<file path="src/rtl/core_idex_reg.sv">
// core_idex_reg: ID/EX pipeline register with a 2-entry skid buffer.
// The main entry feeds the execute stage. The skid entry absorbs one bundle
// when execute stalls, so id_ready_o can come straight from a flop.
// Held and captured operands snoop the writeback port, so they always carry
// current register data.
// Optional feature: define CORE_IDEX_PERF_EN to add stall and flush counters.
module core_idex_reg #(
    parameter int XLEN    = 64,
    parameter int PC_W    = 64,
    parameter int RFIDX_W = 5
) (
    input  logic               clk,
    input  logic               rst,
    input  logic               flush_i,
    input  logic               id_valid_i,
    output logic               id_ready_o,
    input  logic [PC_W-1:0]    id_pc_i,
    input  logic [31:0]        id_instr_i,
    input  logic [XLEN-1:0]    id_imm_i,
    input  logic [6:0]         id_funct7_i,
    input  logic [2:0]         id_funct3_i,
    input  logic [RFIDX_W-1:0] id_rd_idx_i,
    input  logic [RFIDX_W-1:0] id_rs1_idx_i,
    input  logic [RFIDX_W-1:0] id_rs2_idx_i,
    input  logic [XLEN-1:0]    id_rs1_data_i,
    input  logic [XLEN-1:0]    id_rs2_data_i,
    input  logic               wb_we_i,
    input  logic [RFIDX_W-1:0] wb_rd_idx_i,
    input  logic [XLEN-1:0]    wb_data_i,
    output logic               ex_valid_o,
    input  logic               ex_ready_i,
    output logic [PC_W-1:0]    ex_pc_o,
    output logic [31:0]        ex_instr_o,
    output logic [XLEN-1:0]    ex_imm_o,
    output logic [6:0]         ex_funct7_o,
    output logic [2:0]         ex_funct3_o,
    output logic [RFIDX_W-1:0] ex_rd_idx_o,
    output logic [RFIDX_W-1:0] ex_rs1_idx_o,
    output logic [RFIDX_W-1:0] ex_rs2_idx_o,
    output logic [XLEN-1:0]    ex_rs1_data_o,
    output logic [XLEN-1:0]    ex_rs2_data_o
`ifdef CORE_IDEX_PERF_EN
    ,
    output logic [31:0]        perf_stall_cnt_o,
    output logic [31:0]        perf_flush_cnt_o
`endif
);

    typedef struct packed {
        logic [PC_W-1:0]    pc;
        logic [31:0]        instr;
        logic [XLEN-1:0]    imm;
        logic [6:0]         funct7;
        logic [2:0]         funct3;
        logic [RFIDX_W-1:0] rd_idx;
        logic [RFIDX_W-1:0] rs1_idx;
        logic [RFIDX_W-1:0] rs2_idx;
        logic [XLEN-1:0]    rs1_data;
        logic [XLEN-1:0]    rs2_data;
    } bundle_t;

    logic    r_m_v;
    logic    r_s_v;
    bundle_t r_main;
    bundle_t r_skid;

    bundle_t w_in;
    bundle_t w_in_snp;
    bundle_t w_main_snp;
    bundle_t w_skid_snp;
    logic    w_acc;
    logic    w_fire;
    logic    w_wb_en;

    // Replace operand data whose source index matches the writeback target.
    function automatic bundle_t snoop(input bundle_t b, input logic en,
                                      input logic [RFIDX_W-1:0] idx,
                                      input logic [XLEN-1:0] data);
        bundle_t res;
        res = b;
        if (en && (b.rs1_idx == idx)) res.rs1_data = data;
        if (en && (b.rs2_idx == idx)) res.rs2_data = data;
        return res;
    endfunction

    assign w_acc   = id_valid_i & ~r_s_v;
    assign w_fire  = r_m_v & ex_ready_i;
    // x0 is hardwired, so a writeback to it must never be forwarded.
    assign w_wb_en = wb_we_i & (wb_rd_idx_i != '0);

    // Gather the incoming decode bundle and build snooped views of every source.
    always_comb begin
        w_in          = '0;
        w_in.pc       = id_pc_i;
        w_in.instr    = id_instr_i;
        w_in.imm      = id_imm_i;
        w_in.funct7   = id_funct7_i;
        w_in.funct3   = id_funct3_i;
        w_in.rd_idx   = id_rd_idx_i;
        w_in.rs1_idx  = id_rs1_idx_i;
        w_in.rs2_idx  = id_rs2_idx_i;
        w_in.rs1_data = id_rs1_data_i;
        w_in.rs2_data = id_rs2_data_i;
        w_in_snp      = snoop(w_in, w_wb_en, wb_rd_idx_i, wb_data_i);
        w_main_snp    = snoop(r_main, w_wb_en, wb_rd_idx_i, wb_data_i);
        w_skid_snp    = snoop(r_skid, w_wb_en, wb_rd_idx_i, wb_data_i);
    end

    // Main and skid entries: reset, then flush, then handshake moves and snooping.
    always_ff @(posedge clk) begin
        if (rst) begin
            r_m_v  <= 1'b0;
            r_s_v  <= 1'b0;
            r_main <= '0;
            r_skid <= '0;
        end else if (flush_i) begin
            r_m_v <= 1'b0;
            r_s_v <= 1'b0;
        end else begin
            if (w_acc && (!r_m_v || w_fire)) begin
                r_main <= w_in_snp;
                r_m_v  <= 1'b1;
            end else if (w_fire && r_s_v) begin
                r_main <= w_skid_snp;
                r_s_v  <= 1'b0;
            end else if (w_fire) begin
                r_m_v <= 1'b0;
            end else if (r_m_v) begin
                r_main <= w_main_snp;
            end

            if (w_acc && r_m_v && !w_fire) begin
                r_skid <= w_in_snp;
                r_s_v  <= 1'b1;
            end else if (r_s_v && !w_fire) begin
                r_skid <= w_skid_snp;
            end
        end
    end

    assign id_ready_o    = ~r_s_v;
    assign ex_valid_o    = r_m_v;
    assign ex_pc_o       = r_main.pc;
    assign ex_instr_o    = r_main.instr;
    assign ex_imm_o      = r_main.imm;
    assign ex_funct7_o   = r_main.funct7;
    assign ex_funct3_o   = r_main.funct3;
    assign ex_rd_idx_o   = r_main.rd_idx;
    assign ex_rs1_idx_o  = r_main.rs1_idx;
    assign ex_rs2_idx_o  = r_main.rs2_idx;
    assign ex_rs1_data_o = r_main.rs1_data;
    assign ex_rs2_data_o = r_main.rs2_data;

`ifdef CORE_IDEX_PERF_EN
    logic [31:0] r_stall_cnt;
    logic [31:0] r_flush_cnt;

    // Count stalled cycles and flushes that actually discard held work.
    always_ff @(posedge clk) begin
        if (rst) begin
            r_stall_cnt <= '0;
            r_flush_cnt <= '0;
        end else begin
            if (r_m_v && !ex_ready_i) r_stall_cnt <= r_stall_cnt + 32'd1;
            if (flush_i && (r_m_v || r_s_v)) r_flush_cnt <= r_flush_cnt + 32'd1;
        end
    end

    assign perf_stall_cnt_o = r_stall_cnt;
    assign perf_flush_cnt_o = r_flush_cnt;
`endif

endmodule

</file>
<file path="config.mk">
export PLATFORM = sky130hd
export DESIGN_NAME = core_idex_reg
export DESIGN_NICKNAME = d
export VERILOG_FILES = /design/src/rtl/core_idex_reg.sv
export SDC_FILE = /design/constraint.sdc
export NUM_CORES = 2
export LEC_CHECK = 0
export BUFFER_PORTS_ARGS = -buffer_cell sky130_fd_sc_hd__buf_2
export CAP_MARGIN = 15
export CORE_AREA = 2 2 276 278
export CTS_BUF_LIST = sky130_fd_sc_hd__clkbuf_16
export DETAILED_ROUTE_END_ITERATION = 10
export DIE_AREA = 0 0 278 280
export GPL_TIMING_DRIVEN = 0
export RECOVER_POWER = 100
export SYNTH_ARGS = -nofsm -noshare
export SYNTH_HDL_FRONTEND = slang
export SYNTH_SLANG_ARGS = --single-unit
</file>
<file path="constraint.sdc">
create_clock -name clk -period 3.5 [get_ports clk]
set_input_delay 0.525 -clock clk [delete_from_list [all_inputs] [get_ports clk]]
set_output_delay 0.525 -clock clk [all_outputs]
set_load 0.01 [all_outputs]
</file>
==> flow_summary.yaml <==
run_status:
  status: "finished clean"
pwr:
  combPwrFrac_pct: 11.5
  p_total_mw: 16.77
  clkPwrFrac_pct: 43.9
  internal_power_mw: 12.05
  p_switching_mw: 4.719
  p_per_area_nw_per_um2: 482.9
  p_leak_nw: 13.71
  p_sw_share_pct: 28.14
  ir_worst_vdd_mv: 0.3779
  power_frac_seq_pct: 44.6
logic_synthesis:
  ys_seq_area_share_pct: 44.79
  async_flop_share_pct: 0
  synthSimpleGateAreaFrac_pct: 21.61
  yosysWarnings: 0
  ys_ff_latch: 628
  yosysUniqueCellTypes: 54
  avgSynthCellArea_um2: 7.704
  synth_xor_area_share_pct: 0.9362
  synth_adder_area_share_pct: 0
  synth_top_family_by_area: "compound AO/OA/AOI/OAI gates"
  synth-main-ff-cell: "dfxtp_1"
  netlist_area_um2: 28070
  syn_inst: 3643
  synth_compound_area_share_pct: 25.52
  synth-edff-count: 0
  synthMuxAreaShare_pct: 1.275
  synth_fp_nets: 4031
route:
  drt_iter0_markers: 2930
  avgRoutedWirePerCell_um: 23.47
  via_count: 30630
  post_drt_via_cell_ratio: 5.590
  drc: 0
  totalWireLength_um: 128600
  ant_nets: 0
  drt_first_pass_iters: 8
cts:
  path_clk_slew_ns: 0.06
  clock-sinks: 628
  cts_tree: "done"
  worstSkewPairLatency_ns: 0.64
  clockBufferDepth: 3
  h-tree-depth: 3
  numCtsBuffers: 73
  cts-root-buf: "clkbuf_16"
  hold_buffers: 0
place:
  routabilityCongestion: 0.9129
  pre_cts_ws_ns: -0.7446
  io_buffers: 695
  place_hpwl_um: 97980
cells_and_area:
  seqCellArea_um2: 12570
  synthToLayoutAreaGrowth_pct: 23.76
  final_nets: 4806
  final_cell_mix: "nand2_1 (688), dfxtp_1 (628), clkbuf_1 (584)"
  final_common_cell: "nand2_1"
  drive_above_1_share_pct: 12.92
  multi_input_area_um2: 13850
  fillers: 7905
global_route:
  grt_pass1_vias: 28770
  grt_pass1_wl_um: 187400
  grt_usage_pct: 31.73
  antenna_found_initial: 58
  grt_max_degree: 14
  gr-total-overflow: 0
worst_setup_path:
  r2r_start: "r_s_v"
  worstSetupEndpointType: "flip-flop"
  crit_type: "primary input to flip-flop"
  startpoint: "wb_rd_idx_i[2]"
  crit_required_ns: 4.06
  r2r_end: "ex_rs2_data_o[56]"
  worstPathArrival_ns: 3.97
  critPathLaunchType: "primary input"
  regToRegSetupSlack_ns: 0.20
  reg2regPathDepth: 7
  critPathMaxFanout: 10
  endpoint: "r_skid[115]"
floorplan:
  die_y_um: 280
  dieWidth_um: 278
  rows: 101
  num_io_pins: 703
  floorplan.initialDensity_pct: 37.33
  fp.coreArea_um2: 75190
  die_area_um2: 77840
timing:
  worst_pin_slew_ns: 1.110
  fin_crit_sh_pct: 97.16
  finClkSkew_ns: 0.02190
  timing.hold.ws_ns: 0.1219
  rsz0062_at_grt: "false"
  min_period_ns: 3.401
  setup_violations: 0
  layout_setup_ws_ns: 0.09944
  max_freq_mhz: 294.1
  slew_violations: 0
  hold_viol_final: 0
  relSlewSlack_pct: 26.00
min_path:
  hold_path_class: "primary input to flip-flop"
job:
  cap_violations: 0
-- synthesized netlist by cell type, types with 24 or more instances --
| cell | number | area (um2) |
|---|---|---|
| buf_2 | 53 | 265.3 |
| inv_1 | 47 | 176.4 |
| a221oi_1 | 28 | 245.2 |
| a211oi_1 | 24 | 180.2 |
| nor3_1 | 136 | 680.7 |
| a21oi_1 | 478 | 2392 |
| a222oi_1 | 43 | 430.4 |
| nor2_1 | 539 | 2023 |
| o22ai_1 | 76 | 475.5 |
| o22a_1 | 32 | 280.3 |
| clkbuf_1 | 258 | 968.4 |
| a22oi_1 | 140 | 1051 |
| nand3_1 | 100 | 500.5 |
| nand2_1 | 688 | 2582 |
| dfxtp_1 | 628 | 12570 |
| a21boi_0 | 40 | 300.3 |
| a32o_1 | 129 | 1291 |
-- registers in the layout (all words and copies together) (netlist names), 7 cells and up --
| name | cells |
|---|---|
| ex_pc_o | 64 |
| ex_rs1_data_o | 64 |
| ex_rs2_data_o | 64 |
| ex_imm_o | 64 |
| ex_instr_o | 32 |
| r_skid | 313 |
| ex_funct7_o | 7 |
-- kinds of logic (layout without fill, tap and decap cells) --
family / after synthesis / count (layout)
AND/OR/NAND/NOR: 1505 / 1505
AO/OA/AOI/OAI: 1052 / 1052
flip-flops: 628 / 628
buffers and inverters: 394 / 1225
multiplexers: 34 / 34
XOR/XNOR: 30 / 30
other: 0 / 27
-- worst min-delay path by stage --
stage | start | slack [ns] | endpoint | cells after the start
after global routing | id_instr_i[1] | 0.11 | r_skid[218] | 3
final | id_rs1_data_i[10] | 0.12 | r_skid[74] | 3
after floorplan | r_skid[142] | 0.44 | r_skid[142] | 2
after global placement | r_skid[289] | 0.44 | r_skid[289] | 2
after detailed placement | r_skid[221] | 0.45 | r_skid[221] | 2
after CTS | id_rs1_data_i[41] | 0.09 | r_skid[105] | 3
-- stage by stage --
step / instance area (um2) / setup TNS, ns / utilization, % / cells
after floorplan: 28070 / 0 / - / 3643
after global placement: 32770 / -145.53 / 43.58 / 5316
after detailed placement: 32850 / -79.12 / 43.69 / 5321
after CTS: 35100 / 0 / 46.68 / 5452
after global routing: 34710 / 0 / 46.16 / 5468
final: 34740 / 0 / 46.20 / 5479
-- power by group through the flow --
stage                     clock (mW)  sequential, mW  combinational (mW)
after floorplan                    0            7.69               0.889
after global placement             0            7.62                1.96
after detailed placement           0            7.62                1.97
after CTS                       7.47            7.47                1.97
after global routing            7.77            7.49                2.10
final                           7.36            7.48                1.94
-- area by class of cell --
type / count / area share (%)
clock buffers: 73 / 5.259
flip-flops and latches: 628 / 36.19
clock inverters: 58 / 1.207
diodes: 27 / 0.1945
well taps: 978 / 3.523
repair buffers: 700 / 9.027
multi-input cells: 2621 / 39.89
plain buffers: 347 / 4.204
inverters: 47 / 0.5079
-- routing by layer --
layer | up-vias | global-route usage (%) | wire length, um
li1 | 14430 | - | -
met1 | 14490 | 38.17 | 50710
met2 | 1322 | 52.94 | 59850
met3 | 334 | 10.07 | 12030
met4 | 56 | 11.82 | 5621
met5 | - | 0 | 356
-- critical path, cell delays in order --
cell and delay, ns:
clkbuf_1 0.23, or4_1 0.62, o21ai_1 0.52, or3_1 0.33, a21o_1 0.14, clkbuf_1 0.70, clkbuf_1 0.57, a222oi_1 0.23
inv_1 0.07
-- timing repair --
action,4_1_cts,5_1_grt
buffers inserted,0,0
pin swaps,0,0
endpoints found under the setup margin,185,87
gates resized for setup,3,4
Note: power is estimated with default switching activity, not from simulation.
